File: src/rtl/fib_ctrl_pkg.sv
// fib_ctrl_pkg
// Shared constants and types for the Wishbone-facing fibonacci controller:
// the register window base, the register offsets inside it, the CTRL and
// STATUS bit positions, the core latency offset, the largest operand whose
// result fits in 32 bits, and the controller FSM state type.
package fib_ctrl_pkg;

  // 16-byte register window
  localparam logic [31:0] BASE_ADDR = 32'h3000_0000;

  localparam logic [3:0] OFF_CTRL   = 4'h0;
  localparam logic [3:0] OFF_N      = 4'h4;
  localparam logic [3:0] OFF_STATUS = 4'h8;
  localparam logic [3:0] OFF_RESULT = 4'hC;

  // CTRL bits
  localparam int unsigned CTRL_START_BIT  = 0;
  localparam int unsigned CTRL_IRQ_EN_BIT = 1;

  // STATUS bits
  localparam int unsigned STAT_BUSY_BIT = 0;
  localparam int unsigned STAT_DONE_BIT = 1;
  localparam int unsigned STAT_ERR_BIT  = 2;

  // Core cycles beyond n before its result is valid
  localparam int unsigned LAT_OFFSET = 2;

  // Largest n whose fibonacci number fits in 32 bits
  localparam int unsigned N_MAX = 47;

  typedef enum logic [1:0] {
    ST_IDLE  = 2'd0,
    ST_START = 2'd1,
    ST_WAIT  = 2'd2
  } fsm_state_e;

endpackage

File: src/rtl/fib_wb_if.sv
// fib_wb_if
// Wishbone classic slave bus bundle for the fibonacci controller.
//   wbs_cyc_i, wbs_stb_i, wbs_we_i : cycle, strobe, write enable
//   wbs_sel_i [3:0]                : byte enables
//   wbs_adr_i [31:0]               : byte address
//   wbs_dat_i [31:0]               : write data
//   wbs_dat_o [31:0]               : read data (zero when no ack)
//   wbs_ack_o                      : single-cycle transfer acknowledge
// The master modport is the bus side (CPU/testbench), slave is the block.
interface fib_wb_if;

  logic        wbs_cyc_i;
  logic        wbs_stb_i;
  logic        wbs_we_i;
  logic [3:0]  wbs_sel_i;
  logic [31:0] wbs_adr_i;
  logic [31:0] wbs_dat_i;
  logic [31:0] wbs_dat_o;
  logic        wbs_ack_o;

  modport master (
    output wbs_cyc_i, wbs_stb_i, wbs_we_i, wbs_sel_i, wbs_adr_i, wbs_dat_i,
    input  wbs_dat_o, wbs_ack_o
  );

  modport slave (
    input  wbs_cyc_i, wbs_stb_i, wbs_we_i, wbs_sel_i, wbs_adr_i, wbs_dat_i,
    output wbs_dat_o, wbs_ack_o
  );

endinterface

File: src/rtl/fib_wb_ctrl.sv
// fib_wb_ctrl
// Wishbone register front-end for an external fibonacci core. Software
// writes the operand n, starts a job through CTRL, and collects the result
// from RESULT once STATUS.done is set (optionally via irq_o).
//
// Ports
//   wb_clk_i   : system clock
//   wb_rst_ni  : synchronous active-low reset
//   wb         : Wishbone classic slave bundle (fib_wb_if.slave)
//   irq_o      : completion interrupt, level (done & irq_en)
//   core_st_o  : one-cycle start pulse to the core
//   core_n_o   : operand to the core, always the N register
//   core_fn_i  : core result, sampled when the latency counter expires
//
// Register map (offsets from BASE_ADDR)
//   0x0 CTRL   : bit1 irq_en (rw), bit0 start (write-only, reads 0)
//   0x4 N      : bits[7:0] operand, writable only when idle
//   0x8 STATUS : bit2 err (W1C), bit1 done (W1C), bit0 busy (ro)
//   0xC RESULT : last result (ro)
module fib_wb_ctrl
  import fib_ctrl_pkg::*;
(
  input  logic        wb_clk_i,
  input  logic        wb_rst_ni,
  fib_wb_if.slave     wb,
  output logic        irq_o,
  output logic        core_st_o,
  output logic [7:0]  core_n_o,
  input  logic [31:0] core_fn_i
);

  localparam logic [7:0] N_MAX_8      = 8'(N_MAX);
  localparam logic [8:0] LAT_OFFSET_9 = 9'(LAT_OFFSET);

  fsm_state_e  state;
  logic [8:0]  cnt;
  logic [7:0]  n;
  logic [31:0] result;
  logic        irq_en;
  logic        done;
  logic        err;

  logic        busy;
  logic        hit;
  logic        acc;
  logic        wr;
  logic        rd;
  logic        ctrl_wr;
  logic        n_wr;
  logic        stat_wr;
  logic        start_req;
  logic        n_ok;
  logic        start_go;
  logic        err_set;
  logic        done_set;
  logic [31:0] rdata;

  // Write data above bit 7 and the upper byte enables carry no meaning here.
  logic unused_bits;
  assign unused_bits = ^{wb.wbs_dat_i[31:8], wb.wbs_sel_i[3:1]};

  assign busy = (state != ST_IDLE);

  // Bus decode. acc is true on exactly the edge where ack rises: a hit while
  // ack is low. Holding stb therefore yields ack every other cycle, and each
  // register side effect happens once per acknowledged transfer.
  assign hit     = wb.wbs_cyc_i & wb.wbs_stb_i &
                   (wb.wbs_adr_i[31:4] == BASE_ADDR[31:4]);
  assign acc     = hit & ~wb.wbs_ack_o;
  assign wr      = acc & wb.wbs_we_i;
  assign rd      = acc & ~wb.wbs_we_i;
  assign ctrl_wr = wr & (wb.wbs_adr_i[3:0] == OFF_CTRL) & wb.wbs_sel_i[0];
  assign n_wr    = wr & (wb.wbs_adr_i[3:0] == OFF_N)    & wb.wbs_sel_i[0];
  assign stat_wr = wr & (wb.wbs_adr_i[3:0] == OFF_STATUS);

  assign start_req = ctrl_wr & wb.wbs_dat_i[CTRL_START_BIT];
  assign n_ok      = (n <= N_MAX_8);
  assign start_go  = start_req & ~busy & n_ok;
  // Rejected requests: start while running or with an oversize operand,
  // and operand rewrites while running.
  assign err_set   = (start_req & (busy | ~n_ok)) | (n_wr & busy);
  assign done_set  = (state == ST_WAIT) & (cnt == 9'd0);

  assign core_n_o = n;
  assign irq_o    = done & irq_en;

  // Read mux.
  // NOTE: every signal written in always_comb gets a default first, so no
  // path leaves it unassigned and no latch is inferred.
  always_comb begin
    rdata = '0;
    unique case (wb.wbs_adr_i[3:0])
      OFF_CTRL:   rdata[CTRL_IRQ_EN_BIT] = irq_en;
      OFF_N:      rdata[7:0]             = n;
      OFF_STATUS: begin
        rdata[STAT_BUSY_BIT] = busy;
        rdata[STAT_DONE_BIT] = done;
        rdata[STAT_ERR_BIT]  = err;
      end
      OFF_RESULT: rdata = result;
      default:    rdata = '0;
    endcase
  end

  // Bus-side registers: ack, read data, irq_en and the operand.
  // NOTE: sequential state uses non-blocking assignments only, so every
  // flop samples the pre-edge value of every other flop.
  always_ff @(posedge wb_clk_i) begin
    if (!wb_rst_ni) begin
      wb.wbs_ack_o <= 1'b0;
      wb.wbs_dat_o <= '0;
      irq_en       <= 1'b0;
      n            <= '0;
    end else begin
      wb.wbs_ack_o <= acc;
      wb.wbs_dat_o <= rd ? rdata : '0;
      if (ctrl_wr) irq_en <= wb.wbs_dat_i[CTRL_IRQ_EN_BIT];
      if (n_wr && !busy) n <= wb.wbs_dat_i[7:0];
    end
  end

  // Job FSM with registered start pulse, plus the done/err status flags.
  always_ff @(posedge wb_clk_i) begin
    if (!wb_rst_ni) begin
      state     <= ST_IDLE;
      cnt       <= '0;
      result    <= '0;
      core_st_o <= 1'b0;
      done      <= 1'b0;
      err       <= 1'b0;
    end else begin
      core_st_o <= 1'b0;
      unique case (state)
        ST_IDLE: begin
          if (start_go) begin
            state     <= ST_START;
            core_st_o <= 1'b1;
          end
        end
        ST_START: begin
          cnt   <= {1'b0, n} + LAT_OFFSET_9;
          state <= ST_WAIT;
        end
        ST_WAIT: begin
          if (cnt != 9'd0) begin
            cnt <= cnt - 9'd1;
          end else begin
            result <= core_fn_i;
            state  <= ST_IDLE;
          end
        end
        default: state <= ST_IDLE;
      endcase

      // Set has priority over a same-edge W1C clear. start_go only fires in
      // IDLE and done_set only in WAIT, so they never collide.
      if (start_go) begin
        done <= 1'b0;
      end else if (done_set) begin
        done <= 1'b1;
      end else if (stat_wr && wb.wbs_dat_i[STAT_DONE_BIT]) begin
        done <= 1'b0;
      end

      if (err_set) begin
        err <= 1'b1;
      end else if (stat_wr && wb.wbs_dat_i[STAT_ERR_BIT]) begin
        err <= 1'b0;
      end
    end
  end

endmodule

File: src/flat_wrapper.sv
// flat-port wrapper written by rule: the top's interface ports become plain ports
module fib_wb_ctrl_flat import fib_ctrl_pkg::*;
  (wb_clk_i, wb_rst_ni, irq_o, core_st_o, core_n_o, core_fn_i, wb_wbs_cyc_i, wb_wbs_stb_i, wb_wbs_we_i, wb_wbs_sel_i, wb_wbs_adr_i, wb_wbs_dat_i, wb_wbs_dat_o, wb_wbs_ack_o);
  fib_wb_if wb_i ();
  input  logic wb_clk_i;
  input  logic wb_rst_ni;
  output logic irq_o;
  output logic core_st_o;
  output logic [7:0] core_n_o;
  input  logic [31:0] core_fn_i;
  input wire logic [$bits(wb_i.wbs_cyc_i)-1:0] wb_wbs_cyc_i;
  input wire logic [$bits(wb_i.wbs_stb_i)-1:0] wb_wbs_stb_i;
  input wire logic [$bits(wb_i.wbs_we_i)-1:0] wb_wbs_we_i;
  input wire logic [$bits(wb_i.wbs_sel_i)-1:0] wb_wbs_sel_i;
  input wire logic [$bits(wb_i.wbs_adr_i)-1:0] wb_wbs_adr_i;
  input wire logic [$bits(wb_i.wbs_dat_i)-1:0] wb_wbs_dat_i;
  output wire logic [$bits(wb_i.wbs_dat_o)-1:0] wb_wbs_dat_o;
  output wire logic [$bits(wb_i.wbs_ack_o)-1:0] wb_wbs_ack_o;
  assign wb_i.wbs_cyc_i = wb_wbs_cyc_i;
  assign wb_i.wbs_stb_i = wb_wbs_stb_i;
  assign wb_i.wbs_we_i = wb_wbs_we_i;
  assign wb_i.wbs_sel_i = wb_wbs_sel_i;
  assign wb_i.wbs_adr_i = wb_wbs_adr_i;
  assign wb_i.wbs_dat_i = wb_wbs_dat_i;
  assign wb_wbs_dat_o = wb_i.wbs_dat_o;
  assign wb_wbs_ack_o = wb_i.wbs_ack_o;
  fib_wb_ctrl u_core (.wb_clk_i(wb_clk_i), .wb_rst_ni(wb_rst_ni), .wb(wb_i), .irq_o(irq_o), .core_st_o(core_st_o), .core_n_o(core_n_o), .core_fn_i(core_fn_i));
endmodule
File: config.mk
export PLATFORM = sky130hd
export DESIGN_NAME = fib_wb_ctrl_flat
export DESIGN_NICKNAME = d
export VERILOG_FILES = /design/src/rtl/fib_ctrl_pkg.sv /design/src/rtl/fib_wb_if.sv /design/src/rtl/fib_wb_ctrl.sv /design/src/flat_wrapper.sv
export SDC_FILE = /design/constraint.sdc
export NUM_CORES = 1
export LEC_CHECK = 0
export ABC_AREA = 1
export CORE_UTILIZATION = 43
export DETAILED_ROUTE_END_ITERATION = 10
export GPL_TIMING_DRIVEN = 0
export PLACE_DENSITY = 0.83
export REMOVE_ABC_BUFFERS = 1
export SYNTH_ARGS = -nofsm -noshare
export SYNTH_HDL_FRONTEND = slang
export SYNTH_SLANG_ARGS = --single-unit
File: constraint.sdc
create_clock -name wb_clk_i -period 1.84 [get_ports wb_clk_i]
set_input_delay 0.368 -clock wb_clk_i [delete_from_list [all_inputs] [get_ports wb_clk_i]]
set_output_delay 0.368 -clock wb_clk_i [all_outputs]
set_load 0.01 [all_outputs]
==> impl_metrics.csv <==
group,metric,value,unit
detailed_routing,postRouteWirelength,10400,um
worst_setup_path,reg2reg_depth,10,
placement,io_buffers,120,
run,maxCapViolations,0,
worst_setup_path,r2r_start,"u_core.cnt[1]$_SDFFE_PN0P_",
clock_network,root_buffer,"clkbuf_8",
synthesis,synthCells,512,
sta,setup_viol,21,
sta,fin_crit_sh,102,%
die,die_area,8980,um^2
global_route,met2_usage,36.3,%
synthesis,ys_warn_count,0,
synthesis,ys_types,31,
sta,fmax,531,MHz
placement,dp_hpwl,6570,um
clock_network,cts_buffers,9,
global_route,globalRoute.busiestLayer,"met2",
clock_network,clock_sinks,88,
global_route,grt_remaining_overflow,0,
synthesis,ys_dominant_reg_cell,"dfxtp_1",
worst_hold_path,min_path_cells,3,
layout,drive_above_1_share,16.3,%
synthesis,ys_async_sr_fraction,0,%
clock_network,cts_buffer_depth,2,
detailed_routing,vias,3700,
global_route,gr-usage-met3,7.73,%
detailed_routing,via_per_inst,4.95,
die,rows,33,
sta,hold_viol,0,
sta,setup_tns,-0.222,ns
die,die_w,94.8,um
detailed_routing,drc_errors,0,
worst_setup_path,reg2reg_to,"u_core.result[27]$_SDFFE_PN0P_",
worst_setup_path,critical_path_required,2.12,ns
worst_setup_path,end_kind,"flop",
worst_setup_path,r2r_slack,-0.04,ns
global_route,grt_use_total,20.4,%
global_route,grt_max_degree,65,
clock_network,cts.hold.buffers_added,0,
worst_hold_path,whs_endpoint,"u_core.result[25]$_SDFFE_PN0P_",
placement,place.gp.congestion,0.880,
clock_network,htree_levels,3,
clock_network,insertion_delay,0.35,ns
detailed_routing,drt-pass1-iter-count,5,
worst_setup_path,cp_max_fo,16,
global_route,use_met1,21.9,%
global_route,grt_pass1_wl,14500,um
sta,max_slew_margin,65.6,%
sta,worst_clock_skew,0.00510,ns
global_route,grt_pass1_vias,3397,
power_and_ir_drop,p_leak,2.09,nW
worst_setup_path,arrival,2.16,ns
worst_setup_path,path_class,"reg2reg",
detailed_routing,wl_per_cell,13.9,um
sta,finalCriticalPeriod,1.88,ns
synthesis,yosysSeqAreaShare,47.6,%
power_and_ir_drop,ir_worst_vdd,578,uV
synthesis,syn-cell-area,3700,um^2
die,fp.coreArea,8260,um^2
synthesis,synth.ff_latch_count,88,
clock_network,clkTransAtPathRegs,0.09,ns
layout,antenna_cells,0,
outcome,outcome,"finished with violations",
sta,fin_ws,-0.0449,ns
detailed_routing,antenna_left,0,
outcome,violations,"setup timing",
synthesis,avgSynthCellArea,7.23,um^2
detailed_routing,drtIter0Drc,149,
sta,worst_pin_slew,0.515,ns
clock_network,cts_tree,"yes",
layout,area_growth,49.9,%
global_route,antenna_found_initial,0,
worst_hold_path,hold_start,"wb_rst_ni",
sta,final-max-slew-violation-count,0,
die,start_util,44.8,%
power_and_ir_drop,p_per_area,642,nW/um^2
synthesis,synth_edf_count,0,
die,die_h,94.8,um
worst_hold_path,hold_path.class,"in2reg",
layout,fin_nets,745,
sta,rsz0062_at_grt,"yes",
worst_setup_path,start_kind,"flop",
placement,place_worst_setup_slack,-0.957,ns
die,ios,148,
==> cells in the mapped netlist (all sizes together), types with 2 or more instances <==
cell type  instances  area, um^2
inv               95         357
xnor2              2        17.5
o21ai             49         245
nor3               5        51.3
nand4              8        50.1
o211ai             3        22.5
a21oi             42         210
buf                9        57.6
dfxtp             88        1760
nor2              96         393
nand3             30         150
ha                 2        25.0
clkbuf             8        30.0
a211oi             2        15.0
nand2             64         245
a31oi              2        12.5
==> through the flow <==
step	cell area, um^2	power (mW)	util [%]	hold WS [ns]	cells
2_1_floorplan	3610	2.01	-	0.416	495
3_3_place_gp	4950	2.21	59.9	0.421	720
3_5_place_dp	4940	2.21	59.8	0.431	720
4_1_cts	5200	3.56	63.0	0.446	736
5_1_grt	5550	3.69	67.2	0.438	748
6_report	5550	3.56	67.2	0.441	748
==> layout make-up <==
class / count / area (um^2)
sequential: 88 / 1760
timing repair inverter: 4 / 50.0
multi-input combinational: 312 / 1740
inverter: 96 / 380
tap: 105 / 131
clock inverter: 6 / 66.3
timing repair buffer: 127 / 1270
clock buffer: 10 / 138
fill: 655 / 2710
==> sequential cells by signal (all words and copies together), names as in the netlist <==
name,cells
u_core.state,2
u_core.cnt,9
u_core.done,1
u_core.core_st_o,1
u_core.wb.wbs_ack_o,1
u_core.err,1
u_core.wb.wbs_dat_o,32
u_core.result,32
u_core.core_n_o,8
u_core.irq_en,1
==> how the worst max path moves through the flow <==
stage	startpoint	to	slack, ns	depth (start not counted)
floorplan	u_core.cnt[0]$_SDFFE_PN0P_	u_core.result[0]$_SDFFE_PN0P_	0.04	9
global route	u_core.cnt[1]$_SDFFE_PN0P_	u_core.result[19]$_SDFFE_PN0P_	-0.13	10
finish	u_core.cnt[1]$_SDFFE_PN0P_	u_core.result[27]$_SDFFE_PN0P_	-0.04	10
global placement	wb_rst_ni	u_core.wb.wbs_dat_o[7]$_SDFF_PN0_	-2.17	7
CTS	u_core.cnt[0]$_SDFFE_PN0P_	u_core.result[5]$_SDFFE_PN0P_	0.001	9
detailed placement	wb_rst_ni	u_core.wb.wbs_dat_o[5]$_SDFF_PN0_	-0.96	7
==> power by group <==
part / switching (mW) / leakage [nW] / internal (mW)
registers: 0.0000000000308 / 0.709 / 1.90
clock network: 0.700 / 0.107 / 0.670
logic: 0.114 / 1.27 / 0.178
==> layout by cell type, fill, tap and decap left out, drive strengths merged, types with 3 or more instances in the layout <==
cell type,n
nor3,5
inv,99
o211ai,3
dfxtp,88
clkdlybuf4s50,119
a21oi,42
clkinv,6
buf,8
nand4,8
clkbuf,10
nor2,96
nand3,30
o21ai,49
nand2,65
==> kinds of logic after synthesis <==
kind of cell	synth area share, %
xor gates and xnor gates	0.710
adders and majority gates	0.676
DFF	47.6
AOI/OAI and AO/OA	14.4
and+or+nand+nor	24.5
buffers and inverters	12.1
==> worst max-delay path: stages, from the launching register on <==
cell	delay (ns)
dfxtp_2	0.33
inv_2	0.08
ha_4	0.14
inv_2	0.05
nor3_4	0.22
nand2_2	0.12
nor4_4	0.27
buf_4	0.19
buf_8	0.15
inv_6	0.10
a21oi_1	0.16
==> per-layer routing <==
metal	vias to the layer above	part of all wire, %
met5	-	0
met4	0	1.4
met3	16	8.9
met2	126	50
met1	1694	39
li1	1864	-
==> timing repair <==
action,CTS,global route
endpoints found under the setup margin,65,64
gates resized for setup,12,65
gates cloned,0,5
pin swaps,0,8
buffers inserted,0,7
No activity file was read; power rests on OpenSTA's default activity.
